## src/rtl/multicycle_controller_if.sv

```systemverilog
// Instruction-field / control-strobe bundle between the datapath side (master)
// and the multicycle controller (slave).
interface multicycle_controller_if;
   logic [6:0]  opcode;
   logic [2:0]  funct3;
   logic [6:0]  funct7;
   logic        mem_ready;

   logic        ir_en;
   logic        pc_en;
   logic        reg_wr;
   logic        sel_A;
   logic        sel_B;
   logic [1:0]  wb_sel;
   logic [2:0]  ImmSrc;
   logic [3:0]  alu_op;
   logic [2:0]  br_type;
   logic [2:0]  ReadControl;
   logic [2:0]  WriteControl;
   logic        halted;
   logic [31:0] instret;

   modport master (
      output opcode, funct3, funct7, mem_ready,
      input  ir_en, pc_en, reg_wr, sel_A, sel_B, wb_sel, ImmSrc, alu_op,
             br_type, ReadControl, WriteControl, halted, instret
   );

   modport slave (
      input  opcode, funct3, funct7, mem_ready,
      output ir_en, pc_en, reg_wr, sel_A, sel_B, wb_sel, ImmSrc, alu_op,
             br_type, ReadControl, WriteControl, halted, instret
   );
endinterface

```

## src/rtl/multicycle_controller.sv

```systemverilog
// Multicycle RV32I main controller: FETCH/DECODE/EXEC/MEM/WB sequencing,
// datapath selects, memory access controls and a retired-instruction counter.
module multicycle_controller (
   input  logic                   clk,
   input  logic                   rst,
   multicycle_controller_if.slave bus
);

   typedef enum logic [2:0] {
      S_FETCH  = 3'd0,
      S_DECODE = 3'd1,
      S_EXEC   = 3'd2,
      S_MEM    = 3'd3,
      S_WB     = 3'd4,
      S_HALT   = 3'd5
   } state_e;

   typedef enum logic [3:0] {
      C_RALU    = 4'd0,
      C_IALU    = 4'd1,
      C_LUI     = 4'd2,
      C_AUIPC   = 4'd3,
      C_LOAD    = 4'd4,
      C_STORE   = 4'd5,
      C_BRANCH  = 4'd6,
      C_JAL     = 4'd7,
      C_JALR    = 4'd8,
      C_ILLEGAL = 4'd9
   } class_e;

   localparam logic [6:0] OP_R      = 7'b0110011;
   localparam logic [6:0] OP_I      = 7'b0010011;
   localparam logic [6:0] OP_LOAD   = 7'b0000011;
   localparam logic [6:0] OP_STORE  = 7'b0100011;
   localparam logic [6:0] OP_BRANCH = 7'b1100011;
   localparam logic [6:0] OP_JAL    = 7'b1101111;
   localparam logic [6:0] OP_JALR   = 7'b1100111;
   localparam logic [6:0] OP_LUI    = 7'b0110111;
   localparam logic [6:0] OP_AUIPC  = 7'b0010111;

   localparam logic [3:0] ALU_ADD   = 4'd0;
   localparam logic [3:0] ALU_SUB   = 4'd1;
   localparam logic [3:0] ALU_SLL   = 4'd2;
   localparam logic [3:0] ALU_SLT   = 4'd3;
   localparam logic [3:0] ALU_SLTU  = 4'd4;
   localparam logic [3:0] ALU_XOR   = 4'd5;
   localparam logic [3:0] ALU_SRL   = 4'd6;
   localparam logic [3:0] ALU_SRA   = 4'd7;
   localparam logic [3:0] ALU_OR    = 4'd8;
   localparam logic [3:0] ALU_AND   = 4'd9;
   localparam logic [3:0] ALU_PASSB = 4'd10;

   localparam logic [2:0] IMM_I = 3'd0;
   localparam logic [2:0] IMM_S = 3'd1;
   localparam logic [2:0] IMM_B = 3'd2;
   localparam logic [2:0] IMM_U = 3'd3;
   localparam logic [2:0] IMM_J = 3'd4;

   localparam logic [1:0] WB_PC4 = 2'd0;
   localparam logic [1:0] WB_ALU = 2'd1;
   localparam logic [1:0] WB_MEM = 2'd2;

   localparam logic [2:0] BR_ALWAYS = 3'd7;

   state_e      state_q, state_d;
   class_e      cls_q, cls_d;
   logic [2:0]  f3_q;
   logic        f7b5_q;
   logic        run_q;
   logic [31:0] instret_q;

   logic        ir_en;
   logic        pc_en;
   logic        reg_wr;
   logic        sel_a;
   logic        sel_b;
   logic [1:0]  wb_sel;
   logic [2:0]  imm_src;
   logic [3:0]  alu_op;
   logic [2:0]  br_type;
   logic [2:0]  read_ctl;
   logic [2:0]  write_ctl;

   logic        f7_legal;
   logic        is_shift;

   // SUB exists only for R-type; SRA/SRAI both key off funct7[5] with funct3 = 101.
   function automatic logic [3:0] alu_from_funct(input logic [2:0] f3,
                                                 input logic       f7b5,
                                                 input logic       is_r);
      logic [3:0] op;
      case (f3)
         3'b000:  op = (is_r && f7b5) ? ALU_SUB : ALU_ADD;
         3'b001:  op = ALU_SLL;
         3'b010:  op = ALU_SLT;
         3'b011:  op = ALU_SLTU;
         3'b100:  op = ALU_XOR;
         3'b101:  op = f7b5 ? ALU_SRA : ALU_SRL;
         3'b110:  op = ALU_OR;
         default: op = ALU_AND;
      endcase
      return op;
   endfunction

   function automatic logic [2:0] br_from_f3(input logic [2:0] f3);
      logic [2:0] br;
      case (f3)
         3'b000:  br = 3'd1;
         3'b001:  br = 3'd2;
         3'b100:  br = 3'd3;
         3'b101:  br = 3'd4;
         3'b110:  br = 3'd5;
         3'b111:  br = 3'd6;
         default: br = 3'd0;
      endcase
      return br;
   endfunction

   function automatic logic [2:0] rd_from_f3(input logic [2:0] f3);
      logic [2:0] rd;
      case (f3)
         3'b000:  rd = 3'd1;
         3'b001:  rd = 3'd2;
         3'b010:  rd = 3'd3;
         3'b100:  rd = 3'd4;
         3'b101:  rd = 3'd5;
         default: rd = 3'd0;
      endcase
      return rd;
   endfunction

   function automatic logic [2:0] wr_from_f3(input logic [2:0] f3);
      logic [2:0] wr;
      case (f3)
         3'b000:  wr = 3'd1;
         3'b001:  wr = 3'd2;
         3'b010:  wr = 3'd3;
         default: wr = 3'd0;
      endcase
      return wr;
   endfunction

   assign f7_legal = (bus.funct7 == 7'b0000000) || (bus.funct7 == 7'b0100000);
   assign is_shift = (bus.funct3[1:0] == 2'b01);

   // Classify the live instruction register fields; only consumed in DECODE.
   always_comb begin
      cls_d = C_ILLEGAL;
      case (bus.opcode)
         OP_R:      if (f7_legal) cls_d = C_RALU;
         OP_I:      if (f7_legal || !is_shift) cls_d = C_IALU;
         OP_LOAD:   if (bus.funct3 inside {3'b000, 3'b001, 3'b010, 3'b100, 3'b101}) cls_d = C_LOAD;
         OP_STORE:  if (bus.funct3 inside {3'b000, 3'b001, 3'b010}) cls_d = C_STORE;
         OP_BRANCH: if (bus.funct3[2:1] != 2'b01) cls_d = C_BRANCH;
         OP_JAL:    cls_d = C_JAL;
         OP_JALR:   cls_d = C_JALR;
         OP_LUI:    cls_d = C_LUI;
         OP_AUIPC:  cls_d = C_AUIPC;
         default:   cls_d = C_ILLEGAL;
      endcase
   end

   // run_q keeps every output quiet until the first edge after reset release.
   always_ff @(posedge clk or negedge rst) begin
      if (!rst) begin
         state_q   <= S_FETCH;
         cls_q     <= C_RALU;
         f3_q      <= 3'd0;
         f7b5_q    <= 1'b0;
         run_q     <= 1'b0;
         instret_q <= 32'd0;
      end else begin
         // NOTE: non-blocking assignments so every register samples pre-edge values.
         state_q <= state_d;
         run_q   <= 1'b1;
         if (state_q == S_DECODE) begin
            cls_q  <= cls_d;
            f3_q   <= bus.funct3;
            f7b5_q <= bus.funct7[5];
         end
         if (pc_en) instret_q <= instret_q + 32'd1;
      end
   end

   always_comb begin
      // NOTE: every output gets a default first so no path can infer a latch.
      state_d   = state_q;
      ir_en     = 1'b0;
      pc_en     = 1'b0;
      reg_wr    = 1'b0;
      sel_a     = 1'b0;
      sel_b     = 1'b0;
      wb_sel    = WB_PC4;
      imm_src   = IMM_I;
      alu_op    = ALU_ADD;
      br_type   = 3'd0;
      read_ctl  = 3'd0;
      write_ctl = 3'd0;

      // ALU operand selects stay driven from EXEC through WB of the latched instruction.
      if (state_q inside {S_EXEC, S_MEM, S_WB}) begin
         case (cls_q)
            C_RALU: begin
               sel_a  = 1'b1;
               alu_op = alu_from_funct(f3_q, f7b5_q, 1'b1);
            end
            C_IALU: begin
               sel_a  = 1'b1;
               sel_b  = 1'b1;
               alu_op = alu_from_funct(f3_q, f7b5_q, 1'b0);
            end
            C_LUI: begin
               sel_b   = 1'b1;
               imm_src = IMM_U;
               alu_op  = ALU_PASSB;
            end
            C_AUIPC: begin
               sel_b   = 1'b1;
               imm_src = IMM_U;
            end
            C_LOAD, C_JALR: begin
               sel_a = 1'b1;
               sel_b = 1'b1;
            end
            C_STORE: begin
               sel_a   = 1'b1;
               sel_b   = 1'b1;
               imm_src = IMM_S;
            end
            C_BRANCH: begin
               sel_b   = 1'b1;
               imm_src = IMM_B;
            end
            C_JAL: begin
               sel_b   = 1'b1;
               imm_src = IMM_J;
            end
            default: ;
         endcase
      end

      case (state_q)
         S_FETCH: begin
            if (run_q) begin
               ir_en   = 1'b1;
               state_d = S_DECODE;
            end
         end
         S_DECODE: state_d = (cls_d == C_ILLEGAL) ? S_HALT : S_EXEC;
         S_EXEC: begin
            case (cls_q)
               C_BRANCH: begin
                  br_type = br_from_f3(f3_q);
                  pc_en   = 1'b1;
                  state_d = S_FETCH;
               end
               C_LOAD, C_STORE: state_d = S_MEM;
               default:         state_d = S_WB;
            endcase
         end
         S_MEM: begin
            if (cls_q == C_STORE) write_ctl = wr_from_f3(f3_q);
            else                  read_ctl  = rd_from_f3(f3_q);
            if (bus.mem_ready) begin
               if (cls_q == C_STORE) begin
                  pc_en   = 1'b1;
                  state_d = S_FETCH;
               end else begin
                  state_d = S_WB;
               end
            end
         end
         S_WB: begin
            reg_wr  = 1'b1;
            pc_en   = 1'b1;
            state_d = S_FETCH;
            case (cls_q)
               C_LOAD:        wb_sel = WB_MEM;
               C_JAL, C_JALR: begin
                  wb_sel  = WB_PC4;
                  br_type = BR_ALWAYS;
               end
               default:       wb_sel = WB_ALU;
            endcase
         end
         S_HALT:  state_d = S_HALT;
         default: state_d = S_HALT;
      endcase
   end

   assign bus.ir_en        = ir_en;
   assign bus.pc_en        = pc_en;
   assign bus.reg_wr       = reg_wr;
   assign bus.sel_A        = sel_a;
   assign bus.sel_B        = sel_b;
   assign bus.wb_sel       = wb_sel;
   assign bus.ImmSrc       = imm_src;
   assign bus.alu_op       = alu_op;
   assign bus.br_type      = br_type;
   assign bus.ReadControl  = read_ctl;
   assign bus.WriteControl = write_ctl;
   assign bus.halted       = (state_q == S_HALT);
   assign bus.instret      = instret_q;

endmodule
```

## src/flat_wrapper.sv

```systemverilog
// flat-port wrapper written by rule: the top's interface ports become plain ports
module multicycle_controller_flat 
  (clk, rst, bus_opcode, bus_funct3, bus_funct7, bus_mem_ready, bus_ir_en, bus_pc_en, bus_reg_wr, bus_sel_A, bus_sel_B, bus_wb_sel, bus_ImmSrc, bus_alu_op, bus_br_type, bus_ReadControl, bus_WriteControl, bus_halted, bus_instret);
  multicycle_controller_if bus_i ();
  input  logic clk;
  input  logic rst;
  input wire logic [$bits(bus_i.opcode)-1:0] bus_opcode;
  input wire logic [$bits(bus_i.funct3)-1:0] bus_funct3;
  input wire logic [$bits(bus_i.funct7)-1:0] bus_funct7;
  input wire logic [$bits(bus_i.mem_ready)-1:0] bus_mem_ready;
  output wire logic [$bits(bus_i.ir_en)-1:0] bus_ir_en;
  output wire logic [$bits(bus_i.pc_en)-1:0] bus_pc_en;
  output wire logic [$bits(bus_i.reg_wr)-1:0] bus_reg_wr;
  output wire logic [$bits(bus_i.sel_A)-1:0] bus_sel_A;
  output wire logic [$bits(bus_i.sel_B)-1:0] bus_sel_B;
  output wire logic [$bits(bus_i.wb_sel)-1:0] bus_wb_sel;
  output wire logic [$bits(bus_i.ImmSrc)-1:0] bus_ImmSrc;
  output wire logic [$bits(bus_i.alu_op)-1:0] bus_alu_op;
  output wire logic [$bits(bus_i.br_type)-1:0] bus_br_type;
  output wire logic [$bits(bus_i.ReadControl)-1:0] bus_ReadControl;
  output wire logic [$bits(bus_i.WriteControl)-1:0] bus_WriteControl;
  output wire logic [$bits(bus_i.halted)-1:0] bus_halted;
  output wire logic [$bits(bus_i.instret)-1:0] bus_instret;
  assign bus_i.opcode = bus_opcode;
  assign bus_i.funct3 = bus_funct3;
  assign bus_i.funct7 = bus_funct7;
  assign bus_i.mem_ready = bus_mem_ready;
  assign bus_ir_en = bus_i.ir_en;
  assign bus_pc_en = bus_i.pc_en;
  assign bus_reg_wr = bus_i.reg_wr;
  assign bus_sel_A = bus_i.sel_A;
  assign bus_sel_B = bus_i.sel_B;
  assign bus_wb_sel = bus_i.wb_sel;
  assign bus_ImmSrc = bus_i.ImmSrc;
  assign bus_alu_op = bus_i.alu_op;
  assign bus_br_type = bus_i.br_type;
  assign bus_ReadControl = bus_i.ReadControl;
  assign bus_WriteControl = bus_i.WriteControl;
  assign bus_halted = bus_i.halted;
  assign bus_instret = bus_i.instret;
  multicycle_controller u_core (.clk(clk), .rst(rst), .bus(bus_i));
endmodule
```

## config.mk

```make
export PLATFORM = sky130hd
export DESIGN_NAME = multicycle_controller_flat
export DESIGN_NICKNAME = d
export VERILOG_FILES = /design/src/rtl/multicycle_controller_if.sv /design/src/rtl/multicycle_controller.sv /design/src/flat_wrapper.sv
export SDC_FILE = /design/constraint.sdc
export NUM_CORES = 1
export LEC_CHECK = 0
export CELL_PAD_IN_SITES_DETAIL_PLACEMENT = 0
export CELL_PAD_IN_SITES_GLOBAL_PLACEMENT = 1
export CORE_MARGIN = 2
export CORE_UTILIZATION = 37
export CTS_BUF_LIST = sky130_fd_sc_hd__clkbuf_8
export CTS_CLUSTER_SIZE = 12
export DETAILED_ROUTE_END_ITERATION = 16
export PLACE_DENSITY_LB_ADDON = 0.1
export SYNTH_ARGS = -nofsm -noshare
export SYNTH_HDL_FRONTEND = slang
export SYNTH_SLANG_ARGS = --single-unit
```

## constraint.sdc

```tcl
create_clock -name clk -period 2.5 [get_ports clk]
set_input_delay 0.5 -clock clk [delete_from_list [all_inputs] [get_ports clk]]
set_output_delay 0.5 -clock clk [all_outputs]
set_load 0.01 [all_outputs]
```

-- After elaboration in Yosys (flattened, before gate mapping)
Index checks and enable logic that the tools add are counted.
- reduce and logical (&&, ||, !) cells: 17
- add/subtract/negate cells: 1
- equal/unequal tests: 39
- mux-type cells: 43
- operators with widths (kind ; number):
    case mux 4 bit (7 select lines) ; 2
    case mux 4 bit (9 select lines) ; 1
    2-to-1 mux 3 bit ; 11
    adder 32 x 1 -> 32 bit, second input constant ; 1
    case mux 3 bit (5 select lines) ; 2
    == test 7 x 6 -> 1 bit, second input constant ; 4
    == test 3 bit, second input constant ; 8
    2-to-1 mux 4 bit ; 6
    == test 7 bit, second input constant ; 3
    case mux 3 bit (6 select lines) ; 1
    == test 4 x 3 -> 1 bit, second input constant ; 4
    == test 3 x 2 -> 1 bit, second input constant ; 5
    == test 7 x 5 -> 1 bit, second input constant ; 2
    2-to-1 mux 1 bit ; 12
    case mux 3 bit (2 select lines) ; 2
    case mux 3 bit (4 select lines) ; 1
    case mux 4 bit (3 select lines) ; 1
    == test 3 x 1 -> 1 bit, second input constant ; 3
    logical NOT 3 bit ; 3
    == test 4 x 2 -> 1 bit, second input constant ; 2
    == test 4 bit, second input constant ; 2
    OR reduction 8 bit ; 1
    == test 7 x 2 -> 1 bit, second input constant ; 1
    logical NOT 7 bit ; 1
    16 further kinds ; 21
- output and inout port bits: 56
- logic and storage cells: 106
- flip-flop bits (word level): 44

-- Logic depth before layout (Yosys ltp)
Gate-level depths: netlist of run 1.
- depth in word-level cells: 8
- depth in mapped cells: 10
- mapped depth without buffers: 8

-- Worst setup path after synthesis of run 1
Ideal clock, no wire load.
- path type: reg-to-output
- start point: reg u_core.state_q[0]
- end point: out bus_ImmSrc[1]
- data required time: 2.000 ns
- data arrival time: 1.730 ns
- stages on the path, launching flop included: 7
- path slack: 0.270 ns
- buffers on the path: 1
- path through: dfrtp_1 -> buf_6 -> nor2_1 -> nand2_1 -> inv_1 -> nor2_1 -> a2111oi_0
- cells in the longest elaborated chain, start to end: 3
- ends and longest elaborated chain (item ; RTL line ; source):
    start, declared ; multicycle_controller.sv:65 ; state_e state_q, state_d;
    start signal, assigned ; multicycle_controller.sv:174 ; state_q <= state_d;
    == test 3 x 2 -> 1 bit or == test 3 bit (tied branches) ; multicycle_controller.sv:201 ; if (state_q inside {S_EXEC, S_MEM, S_WB}) begin
    nonzero test 3 bit (*) ; multicycle_controller.sv:201 ;
    2-to-1 mux 3 bit (*) ; multicycle_controller.sv:201 ;
    end, declared ; flat_wrapper.sv:17 ; output wire logic [$bits(bus_i.ImmSrc)-1:0] bus_ImmSrc;
Every way passes the cells marked *; elsewhere a longest branch is shown, timed or not.

-- Final worst setup path of run 1
- start point: reg u_core.state_q[0]
- end point: out bus_pc_en
- cells in the longest elaborated chain, start to end: 2
- ends and longest elaborated chain (item ; RTL line ; source):
    == test 3 bit or == test 3 x 2 -> 1 bit (tied branches) ; multicycle_controller.sv:242 ; case (state_q)
    case mux 1 bit (3 select lines) (*) ; multicycle_controller.sv:242 ;
    end, declared ; flat_wrapper.sv:12 ; output wire logic [$bits(bus_i.pc_en)-1:0] bus_pc_en;
Marks and branches as above.

==> run metrics, run 1 <==
Synth Net Count 336; CTS clk-pin slew, worst paths 0.09 ns; FF-to-FF setup slack 0.27 ns; Final setup viols 0; vias in the first global route 2652; Main synth FF type dfrtp_1; average wire per standard cell 14.5 um; port buffer count 74; grt ovf 0; Commonest cells post-synth 44 x dfrtp_1, 37 x nand2_1, 24 x nor2_1, 19 x xnor2_1, 16 x nand3_1; # IOs 76; cts bufs inserted 5; pre-CTS setup slack 0.0337 ns; FP Rows 31; Leak Pwr 1.73 nW; Fmax 408 MHz; nets 439; worst setup margin 0.0499 ns; post-synthesis adder-cell area fraction 0.440%; CTS Sinks 44; GPL Wtd Cong 0.772; outcome completed; top-area cell type share of the netlist area 38.7%; ys async rst share 100%; dpl hpwl 5660 um; largest net degree at the start of global routing 45; Final Skew 0.00785 ns; top area cells in the synthesized netlist dfrtp_1 39%, xnor2_1 5.9%, nand2_1 4.9%, xor2_1 4.3%, nor2_1 3.2%; Final Cell Area 4050 um^2; Syn. warnings 0; worst endpoint required time 2.00 ns; initial core utilization 38.8%; post-synth cell types 54; syn avg cell area 9.03 um^2; CTS tree built; crit path time final 2.45 ns; Worst-Margin Slew 0.557 ns; PwrDens 604 nW/um^2; Critical Path Fanout Max 3; VDD IR max 0.000274 V; vias 2644; Antenna diodes 0; Critical Path AT 1.95 ns; Rel. slew slack 62.9%; biggest area consumer among synthesized cells dfrtp_1; Starting DRT DRC Count 97; share of the clock period used by the worst path 98.0%; Pre-antenna DRT Iters 4; # hold bufs at CTS 0; Layout area overhead 42.5%; mux cell area share after synthesis 0.396%; H-tree depth 2; CP Launch Type flop; Yosys reg bits 44; hold crit path type in -> async; initial antenna violation count 0; Critical Setup Path Class reg -> out; Syn Std Cell Area 2840 um^2; Post-Synth XOR/XNOR Area 10.2%; first-pass GRT wire length 13000 um; layout cells sized above 1 17.9%; most frequent cell after synthesis dfrtp_1; Post-DRT Antenna Nets 0; EDFF count, synth 0; CP endpoint kind output port; Final Hold Fails 0; Die ar. 8400 um^2; width of the die 91.7 um; main combinational cell family by area after synthesis simple AND/OR/NAND/NOR gates; total cell area at the placement stage 3840 um^2; CTS root buffer clkbuf_8; Synth Area in Compound Gates 12.8%; Die Height 91.7 um; vias per std cell 5.10; Max Root-Sink Buffers 2; Routed WL 7530 um; # DRC 0; max-cap violations 0; Global Route Usage Sum 18.9%; core area 7330 um^2; post-synthesis simple-gate area fraction 32.1%; Slew Viols, Final 0; later-pin clock latency in the skew report 0.30 ns; gate count of the mapped netlist 315; register area share after synthesis 38.7%
placed cells by master (no fill, tap or decap), types with 6 or more instances in the layout:
master	instances
dfrtp_1	41
dlymetal6s2s_1	7
buf_4	39
a21oi_1	10
nor3_1	14
nand3_1	15
inv_1	10
nor2b_1	6
clkbuf_8	6
nand2_1	36
nor2_1	24
xor2_1	14
o21ai_0	14
xnor2_1	19
clkdlybuf4s50_1	54
nand2b_1	7
dlygate4sd2_1	11
worst max-delay path: stages (launching register included):
cell and delay [ns]:
dfrtp_1 0.39, buf_4 0.15, nor4b_4 0.33, buf_4 0.18, a31oi_4 0.08, and2_4 0.17, inv_1 0.10, clkdlybuf4s15_1 0.26
timing repair:
item,4_1_cts,5_1_grt
gates cloned,0,0
endpoints found under the setup margin,18,12
gates resized for setup,19,13
setup buffers,4,3
pin swaps,1,1
final cells by class:
| type | count | area, um^2 |
|---|---|---|
| repair buffers | 113 | 1030 |
| well taps | 99 | 124 |
| clock buffers | 6 | 82.6 |
| multi-input cells | 243 | 1630 |
| inverters | 11 | 41.3 |
| flip-flops and latches | 44 | 1100 |
| clock inverters | 2 | 38.8 |
| fillers | 681 | 3280 |
worst paths after layout:
check,start,end,cells after the start
worst min register to register,u_core.bus.instret[31],u_core.bus.instret[31],1
worst min-delay path,rst,u_core.bus.instret[19],2
max in group asynchronous,rst,u_core.cls_q[3],2
min in group clk,u_core.bus.instret[31],u_core.bus.instret[31],1
worst max register to register,u_core.state_q[0],u_core.bus.instret[25],8
worst max-delay path,u_core.state_q[0],bus_pc_en,7
stage by stage:
step	total power [mW]	TNS (ns)	cells	util [%]	hold WS [ns]
2_1_floorplan	1.48	0	315	-	0.204
3_3_place_gp	1.83	0	503	52.4	0.466
3_5_place_dp	1.84	0	503	52.4	0.465
4_1_cts	2.45	0	515	54.5	0.293
5_1_grt	2.63	-0.0449	518	55.3	0.309
6_report	2.45	0	518	55.3	0.278
power by group:
part           internal (mW)  switching [mW]
registers              0.806           0.169
clock network          0.327           0.252
logic                  0.449           0.445
total                   1.58           0.866
flip-flops by register name (all words and copies together), names as in the netlist:
| signal | cells |
|---|---|
| u_core.run_q | 1 |
| u_core.f3_q | 3 |
| u_core.bus.instret | 32 |
| u_core.cls_q | 4 |
| u_core.state_q | 3 |
| u_core.f7b5_q | 1 |
logic make-up after synthesis:
family	after synthesis
simple gates	156
compound gates	50
flops	44
xor+xnor	33
buf+inv	28
other cells	2
fa+ha+maj	1
mux	1
routing by layer:
layer	track usage [%]	vias up	part of all wire, %
met4	4.67	0	0.73
li1	-	1323	-
met2	28.9	63	45
met1	27.7	1252	50
met3	3.45	6	3.8
met5	0	-	0
Power figures use the tool's default switching activity.
==> run 2, diff against run 1 <==
Settings changed: HOLD_SLACK_MARGIN set to 0.12.
==> results of run 2 <==
Same layout as run 1: the final DEF is identical, and so are final timing and power.
